$ cat src/rtl/myram_pkg.sv
// Shared constants and types for the myRAM arbiter slice.
package myram_pkg;

  localparam int unsigned ADDR_W = 8;
  localparam int unsigned DATA_W = 32;
  localparam int unsigned BE_W   = DATA_W / 8;
  localparam int unsigned DEPTH  = 2 ** ADDR_W;

  typedef enum logic {
    SERVE = 1'b0,
    CLEAR = 1'b1
  } state_t;

  typedef enum logic {
    REQ_A = 1'b0,
    REQ_B = 1'b1
  } req_id_t;

endpackage

$ cat src/rtl/myram_rd_tag_pipe.sv
// Shift register of {valid, requester id} tracking reads in flight to myRAM.
module myram_rd_tag_pipe
  import myram_pkg::*;
#(
  parameter int unsigned STAGES = 2
) (
  input  logic    clock,
  input  logic    flush,
  input  logic    in_valid,
  input  req_id_t in_id,
  output logic    out_valid,
  output req_id_t out_id
);

  logic    vld [STAGES];
  req_id_t ids [STAGES];

  // Advance tags one stage per cycle; flush drops everything in flight.
  always_ff @(posedge clock) begin
    if (flush) begin
      for (int unsigned i = 0; i < STAGES; i++) begin
        vld[i] <= 1'b0;
        ids[i] <= REQ_A;
      end
    end else begin
      vld[0] <= in_valid;
      ids[0] <= in_id;
      for (int unsigned i = 1; i < STAGES; i++) begin
        vld[i] <= vld[i-1];
        ids[i] <= ids[i-1];
      end
    end
  end

  assign out_valid = vld[STAGES-1];
  assign out_id    = ids[STAGES-1];

endmodule

$ cat src/rtl/myram_arbiter.sv
// Two-requester round-robin arbiter onto the single-port myRAM, with a
// zero-fill clear sequencer and per-requester read return.
module myram_arbiter #(
  parameter int unsigned ADDR_W         = myram_pkg::ADDR_W,
  parameter int unsigned DATA_W         = myram_pkg::DATA_W,
  parameter int unsigned BE_W           = myram_pkg::BE_W,
  parameter int unsigned RD_LATENCY     = 1,
  parameter bit          CLEAR_ON_RESET = 1'b1
) (
  input  logic              clock,
  input  logic              reset,
  input  logic              clear_req,
  output logic              clear_busy,
  output logic              clear_done,
  input  logic              a_valid,
  output logic              a_ready,
  input  logic              a_wren,
  input  logic [ADDR_W-1:0] a_address,
  input  logic [DATA_W-1:0] a_data,
  input  logic [BE_W-1:0]   a_byteena,
  output logic              a_rvalid,
  output logic [DATA_W-1:0] a_rdata,
  input  logic              b_valid,
  output logic              b_ready,
  input  logic              b_wren,
  input  logic [ADDR_W-1:0] b_address,
  input  logic [DATA_W-1:0] b_data,
  input  logic [BE_W-1:0]   b_byteena,
  output logic              b_rvalid,
  output logic [DATA_W-1:0] b_rdata,
  output logic [ADDR_W-1:0] ram_address,
  output logic [DATA_W-1:0] ram_data,
  output logic              ram_wren,
  output logic [BE_W-1:0]   ram_byteena,
  input  logic [DATA_W-1:0] ram_q
);

  import myram_pkg::*;

  state_t            state;
  req_id_t           prio;
  logic [ADDR_W-1:0] clr_cnt;
  logic              serving;
  logic              grant_a;
  logic              grant_b;
  logic              last_clr;
  logic              rd_issue;
  req_id_t           rd_id;
  logic              tag_valid;
  req_id_t           tag_id;

  assign serving  = (state == SERVE) && !reset;
  assign last_clr = (clr_cnt == '1);

  // Lone requester wins outright; on contention the priority pointer decides.
  always_comb begin
    grant_a = a_valid && (!b_valid || prio == REQ_A);
    grant_b = b_valid && (!a_valid || prio == REQ_B);
  end

  assign a_ready    = serving && grant_a;
  assign b_ready    = serving && grant_b;
  assign clear_busy = (state == CLEAR) && !reset;

  // Mode, round-robin pointer and clear address counter.
  always_ff @(posedge clock) begin
    if (reset) begin
      state   <= CLEAR_ON_RESET ? CLEAR : SERVE;
      prio    <= REQ_A;
      clr_cnt <= '0;
    end else if (state == CLEAR) begin
      clr_cnt <= clr_cnt + {{(ADDR_W-1){1'b0}}, 1'b1};
      if (last_clr) begin
        state <= SERVE;
        prio  <= REQ_A;
      end
    end else begin
      if (a_ready) begin
        prio <= REQ_B;
      end else if (b_ready) begin
        prio <= REQ_A;
      end
      if (clear_req) begin
        state   <= CLEAR;
        clr_cnt <= '0;
      end
    end
  end

  // Registered RAM drive: clear writes, accepted commands, or idle (wren low, fields held).
  always_ff @(posedge clock) begin
    if (reset) begin
      ram_address <= '0;
      ram_data    <= '0;
      ram_wren    <= 1'b0;
      ram_byteena <= '0;
      clear_done  <= 1'b0;
    end else begin
      ram_wren   <= 1'b0;
      clear_done <= 1'b0;
      if (state == CLEAR) begin
        ram_address <= clr_cnt;
        ram_data    <= '0;
        ram_wren    <= 1'b1;
        ram_byteena <= '1;
        clear_done  <= last_clr;
      end else if (a_ready) begin
        ram_address <= a_address;
        ram_data    <= a_data;
        ram_wren    <= a_wren;
        ram_byteena <= a_byteena;
      end else if (b_ready) begin
        ram_address <= b_address;
        ram_data    <= b_data;
        ram_wren    <= b_wren;
        ram_byteena <= b_byteena;
      end
    end
  end

  assign rd_issue = (a_ready && !a_wren) || (b_ready && !b_wren);
  assign rd_id    = b_ready ? REQ_B : REQ_A;

  // One stage for the registered drive plus RD_LATENCY stages inside the RAM.
  myram_rd_tag_pipe #(
    .STAGES(1 + RD_LATENCY)
  ) u_tag_pipe (
    .clock    (clock),
    .flush    (reset),
    .in_valid (rd_issue),
    .in_id    (rd_id),
    .out_valid(tag_valid),
    .out_id   (tag_id)
  );

  assign a_rvalid = tag_valid && (tag_id == REQ_A) && !reset;
  assign b_rvalid = tag_valid && (tag_id == REQ_B) && !reset;
  assign a_rdata  = a_rvalid ? ram_q : '0;
  assign b_rdata  = b_rvalid ? ram_q : '0;

endmodule

$ cat config.mk
export PLATFORM = sky130hd
export DESIGN_NAME = myram_arbiter
export DESIGN_NICKNAME = d
export VERILOG_FILES = /design/src/rtl/myram_pkg.sv /design/src/rtl/myram_rd_tag_pipe.sv /design/src/rtl/myram_arbiter.sv
export SDC_FILE = /design/constraint.sdc
export NUM_CORES = 1
export LEC_CHECK = 0
export BUFFER_PORTS_ARGS = -buffer_cell sky130_fd_sc_hd__buf_2
export CELL_PAD_IN_SITES_DETAIL_PLACEMENT = 0
export CELL_PAD_IN_SITES_GLOBAL_PLACEMENT = 1
export CORE_ASPECT_RATIO = 1.5
export CORE_MARGIN = 2
export CORE_UTILIZATION = 27
export CTS_CLUSTER_SIZE = 16
export DETAILED_ROUTE_END_ITERATION = 10
export PLACE_DENSITY = 0.86
export SETUP_SLACK_MARGIN = 0.3
export SLEW_MARGIN = 30
export SYNTH_ARGS = -nofsm -noshare
export SYNTH_HDL_FRONTEND = slang
export SYNTH_SLANG_ARGS = --single-unit
$ cat constraint.sdc
create_clock -name clock -period 1.5 [get_ports clock]
set_clock_uncertainty 0.05 [all_clocks]
set_input_delay 0.075 -clock clock [delete_from_list [all_inputs] [get_ports clock]]
set_output_delay 0.075 -clock clock [all_outputs]
set_load 0.02 [all_outputs]
==> flow_metrics.tcl, run 1 <==
set metrics [dict create \
    postSynthAreaPerCell_um2 8.574 \
    fp.coreArea_um2 11060 \
    p_sw_w 0.001070 \
    ir_worst_vdd_uv 559.9 \
    syn2layout_area_growth_pct 132.7 \
    antenna_found_initial 0 \
    grt-ovfl-total 0 \
    synth-simple-area-share_pct 24.80 \
    synthCells 359 \
    cp.required_ns 1.37 \
    period_needed_ns 1.546 \
    synth-edff-count 0 \
    wl_per_cell_um 19.44 \
    finalNetCount 848 \
    finalCritPeriodShare_pct 103.0 \
    ys_types 43 \
    gp_congestion 0.9399 \
    synth.area.top_cells "dfxtp_1 (39%), and2_1 (13%), mux2i_1 (9.1%)" \
    synth_top_family_by_area "simple AND/OR/NAND/NOR gates" \
    cts-root-buf "clkbuf_16" \
    clkPwrFrac_pct 45.9 \
    maxSlewViolCount 0 \
    maxCapViolations 0 \
    htreeDepth 3 \
    rsz0062_at_grt "true" \
    tns_ns -1.024 \
    wl_met1_um 6091 \
    synthMuxAreaShare_pct 9.472 \
    slew_headroom_pct 76.27 \
    cp.arrival_ns 1.42 \
    hold_viol 0 \
    min_path_type "in2reg" \
    initial_utilization_pct 27.84 \
    p_int_w 0.003254 \
    first_pass_iters 4 \
    die_width_um 91.18 \
    clock_sinks 60 \
    grt_pass1_wl_um 23980 \
    synth_compound_area_share_pct 21.22 \
    end_kind "primary output" \
    drtAntennaViolNets 0 \
    num_vias 4468 \
    synth-seq-area-share_pct 39.02 \
    cts_tree "done" \
    p_sw_share_pct 24.75 \
    grt_usage_pct 25.00 \
    drive_gt1_share_pct 62.34 \
    fin_ws_ns -0.04567 \
    die_area_um2 12290 \
    drtIter0Drc 264 \
    clk-insertion-delay-late_ns 0.33 \
    grt_pass1_vias 4632 \
    p_comb_share_pct 16.5 \
    route.met3.wl_um 1132 \
    tightest_slew_ns 0.3523 \
    wl_met2_um 9021 \
    die-height_um 134.8 \
    clk_path_buf_depth 2 \
    ff2ff_path_depth 6 \
    powerDensity_nw_per_um2 603.8 \
    path_max_fanout 5 \
    highest_layer "met4" \
    violations "setup timing" \
    crit_type "reg2out" \
    io_pins 242 \
    numPortBuffers 241 \
    syn_area_um2 3078 \
    outcome "finished, violations left" \
    synth_xor_area_share_pct 0 \
    p_seq_share_pct 37.6 \
    clock.fmax_ghz 0.6470 \
    yosys.area_share.adder_pct 0.4065 \
    synth_flop_cell "dfxtp_1" \
    finalPower_w 0.004325 \
    viasPerCell 5.118 \
    hold_depth 3 \
    grt_max_degree 34 \
    async_flop_share_pct 0 \
    yosysWarnings 0 \
    wirelength_um 16970 \
    cts_made_buffers 9 \
    synth_seq_cells 60 \
    drc 0 \
    hpwl_um 9388 \
    synth_top_area_share_pct 39.02 \
    start_kind "flop" \
    syn_nets 487 \
    yosys.area.top_type "dfxtp_1" \
    clk_pin_slew_ns 0.05 \
    setup-violations-final 48 \
    p_leak_nw 3.339 \
    num_rows 47 \
]
## layout make-up
cell class	instances	area (um2)
repair buffers	377	3159
diodes	1	2.502
multi-input cells	267	2278
clock inverters	1	5.005
flip-flops and latches	60	1227
inverters	5	27.53
clock buffers	15	277.8
well taps	147	183.9
fillers	826	3894
## kinds of logic after synthesis
group                      Yosys count
AOI/OAI and AO/OA                  107
adders and majority gates            1
buffers and inverters               32
DFF                                 60
muxes                               29
and+or+nand+nor                    130
## placed cells by master, fill, tap and decap left out, types with 3 or more instances in the layout
| cell | synthesis | final |
|---|---|---|
| and3_4 | 0 | 7 |
| a21oi_1 | 31 | 4 |
| buf_2 | 11 | 173 |
| dfxtp_2 | 0 | 3 |
| buf_12 | 0 | 7 |
| mux2i_2 | 0 | 4 |
| or3_1 | 5 | 3 |
| a31oi_1 | 9 | 4 |
| clkbuf_8 | 0 | 3 |
| nor2_1 | 7 | 4 |
| buf_4 | 0 | 51 |
| clkbuf_16 | 0 | 13 |
| buf_8 | 0 | 5 |
| o221ai_1 | 4 | 3 |
| inv_1 | 5 | 3 |
| a211oi_1 | 6 | 3 |
| nand3_1 | 7 | 5 |
| nor2b_1 | 5 | 3 |
| and2_4 | 0 | 35 |
| dfxtp_4 | 0 | 6 |
| a211oi_2 | 0 | 3 |
| dfxtp_1 | 60 | 51 |
| or4_1 | 3 | 3 |
| buf_6 | 3 | 67 |
| a21oi_2 | 0 | 24 |
| and2_1 | 65 | 30 |
| clkbuf_1 | 12 | 3 |
| a221o_1 | 6 | 6 |
| a31oi_4 | 0 | 5 |
| o21ai_1 | 0 | 10 |
| a21oi_4 | 0 | 3 |
| nand2_1 | 17 | 14 |
| nor2_4 | 1 | 4 |
| mux2i_1 | 28 | 23 |
| o21ai_0 | 39 | 26 |
| nand4_1 | 3 | 3 |
| buf_16 | 0 | 8 |
| dlygate4sd3_1 | 0 | 62 |
## stage by stage
step           setup slack [ns]  cells  hold WS, ns  util [%]  instance area (um2)
6_report               -0.04567    873     0.005292     64.78                 7162
5_1_grt                -0.09646    872      0.01570     64.76                 7159
4_1_cts                -0.02805    853    0.0003294     60.19                 6654
3_5_place_dp            0.02714    740       0.2454     41.31                 4567
3_3_place_gp            0.05687    740       0.2486     41.31                 4567
2_1_floorplan            0.2066    359       0.1241         -                 3158
## critical path, stage by stage (launching register included)
cell     delay, ns
dfxtp_2       0.35
and3_4        0.23
buf_6         0.12
buf_8         0.11
and2_4        0.15
buf_6         0.12
## state kept, by name (all words and copies together) (netlist names)
register        cells
state               1
u_tag_pipe.ids      2
ram_wren            1
ram_byteena         4
prio                1
ram_address         8
u_tag_pipe.vld      2
clr_cnt             8
clear_done          1
ram_data           32
## Yosys cell counts (6+ instances only)
cell,count
and2_1,65
clkbuf_1,12
a221o_1,6
mux2i_1,28
dfxtp_1,60
nand2_1,17
a211oi_1,6
nor2_1,7
a21oi_1,31
and3_1,7
a31oi_1,9
o21ai_0,39
nand3_1,7
buf_2,11
## power by group through the flow
| stage | clock (W) | combinational, W | sequential, W |
|---|---|---|---|
| 5_1_grt | 0.00207 | 0.000754 | 0.00163 |
| 2_1_floorplan | 0 | 0.000153 | 0.00168 |
| 6_report | 0.00198 | 0.000715 | 0.00163 |
| 3_5_place_dp | 0 | 0.000413 | 0.00167 |
| 4_1_cts | 0.00201 | 0.000630 | 0.00162 |
| 3_3_place_gp | 0 | 0.000407 | 0.00167 |
## final timing paths
check | from | to | slack (ns)
max | u_tag_pipe.ids[0][1] | b_rdata[18] | -0.05
min | b_data[11] | ram_data[11] | 0.005
max reg2reg | state | ram_byteena[3] | 0.02
min reg2reg | u_tag_pipe.vld[0][0] | u_tag_pipe.vld[0][1] | 0.40
## metal layers
metal	track usage (%)	up-vias
met5	0	-
met4	12.71	0
met3	6.585	67
met2	45.88	241
met1	25.99	2144
li1	-	2016
## what timing repair did
item / CTS / global route
hold buffers: 62 / 0
setup endpoints to repair: 121 / 125
buffers inserted: 27 / 14
hold endpoints to repair: 36 / 0
gates resized for setup: 240 / 62
gates cloned: 8 / 5
pin swaps: 41 / 27
(Power assumes the default switching activity.)
==> inputs of run 2 (changes only) <==
Settings changed: RECOVER_POWER from default to 50.
==> run 2 against run 1 <==
  * The flow still finishes with violations (setup timing)
  * Combinational power is essentially flat
  * Sequential cell count is the same
  * Cell area shrank 0.72%
  * First-iteration DRC count grew 10%
  * Clock-buffer cell count is the same
  * Clock power is essentially flat
  * Total power is essentially flat
  * Critical path depth is the same
  * Sequential power is essentially flat
  * Worst setup slack lost 0.0039 ns
  * Wire length grew 0.21%
  * Critical endpoint unchanged
  * Largest power group unchanged
  * Highest routed layer unchanged
==> flow_metrics.tcl, run 2 (same netlist as run 1, synthesis figures left out) <==
set metrics [dict create \
    clk_pin_slew_ns 0.05 \
    post-place-ws_ns 0.02714 \
    initial_utilization_pct 27.84 \
    viasPerCell 5.165 \
    num_vias 4509 \
    cts_made_buffers 9 \
    clock.fmax_ghz 0.6453 \
    placed_cells 740 \
    slew_headroom_pct 76.25 \
    max_stage_delay_ns 0.35 \
    top_regs "ram_data (32), clr_cnt (8), ram_address (8)" \
    drtAntennaViolNets 0 \
    min_path_type "in2reg" \
    final_common_cell "buf_2" \
    htreeDepth 3 \
    cts-root-buf "clkbuf_16" \
    fp.coreArea_um2 11060 \
    layout_common_cells "buf_2 (132), buf_6 (67), dlygate4sd3_1 (62)" \
    die_width_um 91.18 \
    grt_pass1_wl_um 23980 \
    cp.required_ns 1.37 \
    maxSlewViolCount 0 \
    antenna_found_initial 0 \
    io_pins 242 \
    num_rows 47 \
    die-height_um 134.8 \
    final_core_util_pct 64.32 \
    first_pass_iters 5 \
    wirelength_um 17010 \
    gp_congestion 0.9399 \
    drtIter0Drc 291 \
    fin_ws_ns -0.04959 \
    cp.arrival_ns 1.42 \
    nFillCells 852 \
    cts_tree "done" \
    critPathSlowestCell "dfxtp_2" \
    grt_max_degree 34 \
    period_needed_ns 1.550 \
    powerDensity_nw_per_um2 608.8 \
    crit_chain "and3_4, buf_6, buf_8, and2_4, buf_6" \
    crit_buf_inv 3 \
    syn2layout_area_growth_pct 131.0 \
    die_area_um2 12290 \
    rsz0062_at_grt "true" \
    grt-ovfl-total 0 \
    maxCapViolations 0 \
    finalNetCount 848 \
    grt_pass1_vias 4632 \
    clock_sinks 60 \
    start_kind "flop" \
    hold_viol 0 \
    top_register "ram_data" \
    crit_type "reg2out" \
    finalCritPeriodShare_pct 103.3 \
    numPortBuffers 241 \
    cp_common_cell "buf_6" \
    ir_worst_vdd_uv 557.0 \
    setup-violations-final 48 \
    drive_gt1_share_pct 56.69 \
    largest_reg_flops 32 \
    hpwl_um 9388 \
    finalNonFillerCells 873 \
    critical_path.top_delay_family "simple AND/OR/NAND/NOR gates" \
    clk-insertion-delay-late_ns 0.33 \
    end_kind "primary output" \
    path_max_fanout 5 \
    violations "setup timing" \
    drc 0 \
    outcome "finished, violations left" \
    wl_per_cell_um 19.48 \
    tightest_slew_ns 0.3525 \
    clk_path_buf_depth 2 \
    grt_usage_pct 25.00 \
    hold-worst-slack_ns 0.006974 \
    p_leak_nw 3.166 \
]
## run 2: cell types whose count changed in the layout (fill, tap and decap cells not counted)
cell	delta
buf_2	-41
clkbuf_1	+41
## run 2: worst paths after layout
path                          end  depth (start not counted)            startpoint  slack (ns)
min reg2reg  u_tag_pipe.vld[0][1]                          1  u_tag_pipe.vld[0][0]        0.40
min                  ram_data[23]                          3            a_data[23]       0.007
max reg2reg        ram_byteena[3]                          6                 state        0.02
max                   b_rdata[18]                          5  u_tag_pipe.ids[0][1]       -0.05
## run 2: routing by layer
| layer | global-route usage (%) | vias to the layer above | part of all wire (%) |
|---|---|---|---|
| met2 | 45.88 | 265 | 53 |
| li1 | - | 2014 | - |
| met3 | 6.585 | 73 | 7.4 |
| met4 | 12.71 | 0 | 4.2 |
| met1 | 25.99 | 2157 | 35 |
| met5 | 0 | - | 0 |
## run 2: metrics by stage
stage	power [W]	TNS (ns)	instance area, um2
final	0.004329	-1.083	7111
after global routing	0.004444	-3.794	7108
after CTS	0.004265	-0.3674	6654
after detailed placement	0.002082	0	4567
after global placement	0.002075	0	4567
after floorplan	0.001831	0	3158
## run 2: final cells by class
type | count | area [um2] | area share, %
Clock buffer | 15 | 277.8 | 3.906
Tap cell | 147 | 183.9 | 2.587
Clock inverter | 1 | 5.005 | 0.07039
Antenna cell | 1 | 2.502 | 0.03519
Timing Repair Buffer | 377 | 3108 | 43.71
Sequential cell | 60 | 1227 | 17.26
Inverter | 5 | 27.53 | 0.3871
Multi-Input combinational cell | 267 | 2278 | 32.04
## run 2: tightest hold or removal path: stages
cell     delay [ns]
buf_2          0.08
mux2i_1        0.07
a21oi_2        0.12
## run 2: repair_timing
item | 4_1_cts | 5_1_grt
setup endpoints to repair | 121 | 125
hold buffers | 62 | 0
setup buffers | 27 | 14
hold endpoints to repair | 36 | 0
resized for setup | 240 | 62
cloned | 8 | 5
pin swaps | 41 | 27
## run 2: report_power, final
| group | leakage, nW | internal [W] | total (W) | switching, W |
|---|---|---|---|---|
| Combinational | 2.53 | 0.000392 | 0.000714 | 0.000322 |
| Sequential | 0.491 | 0.00161 | 0.00163 | 0.0000182 |
| Clock | 0.140 | 0.00125 | 0.00199 | 0.000736 |
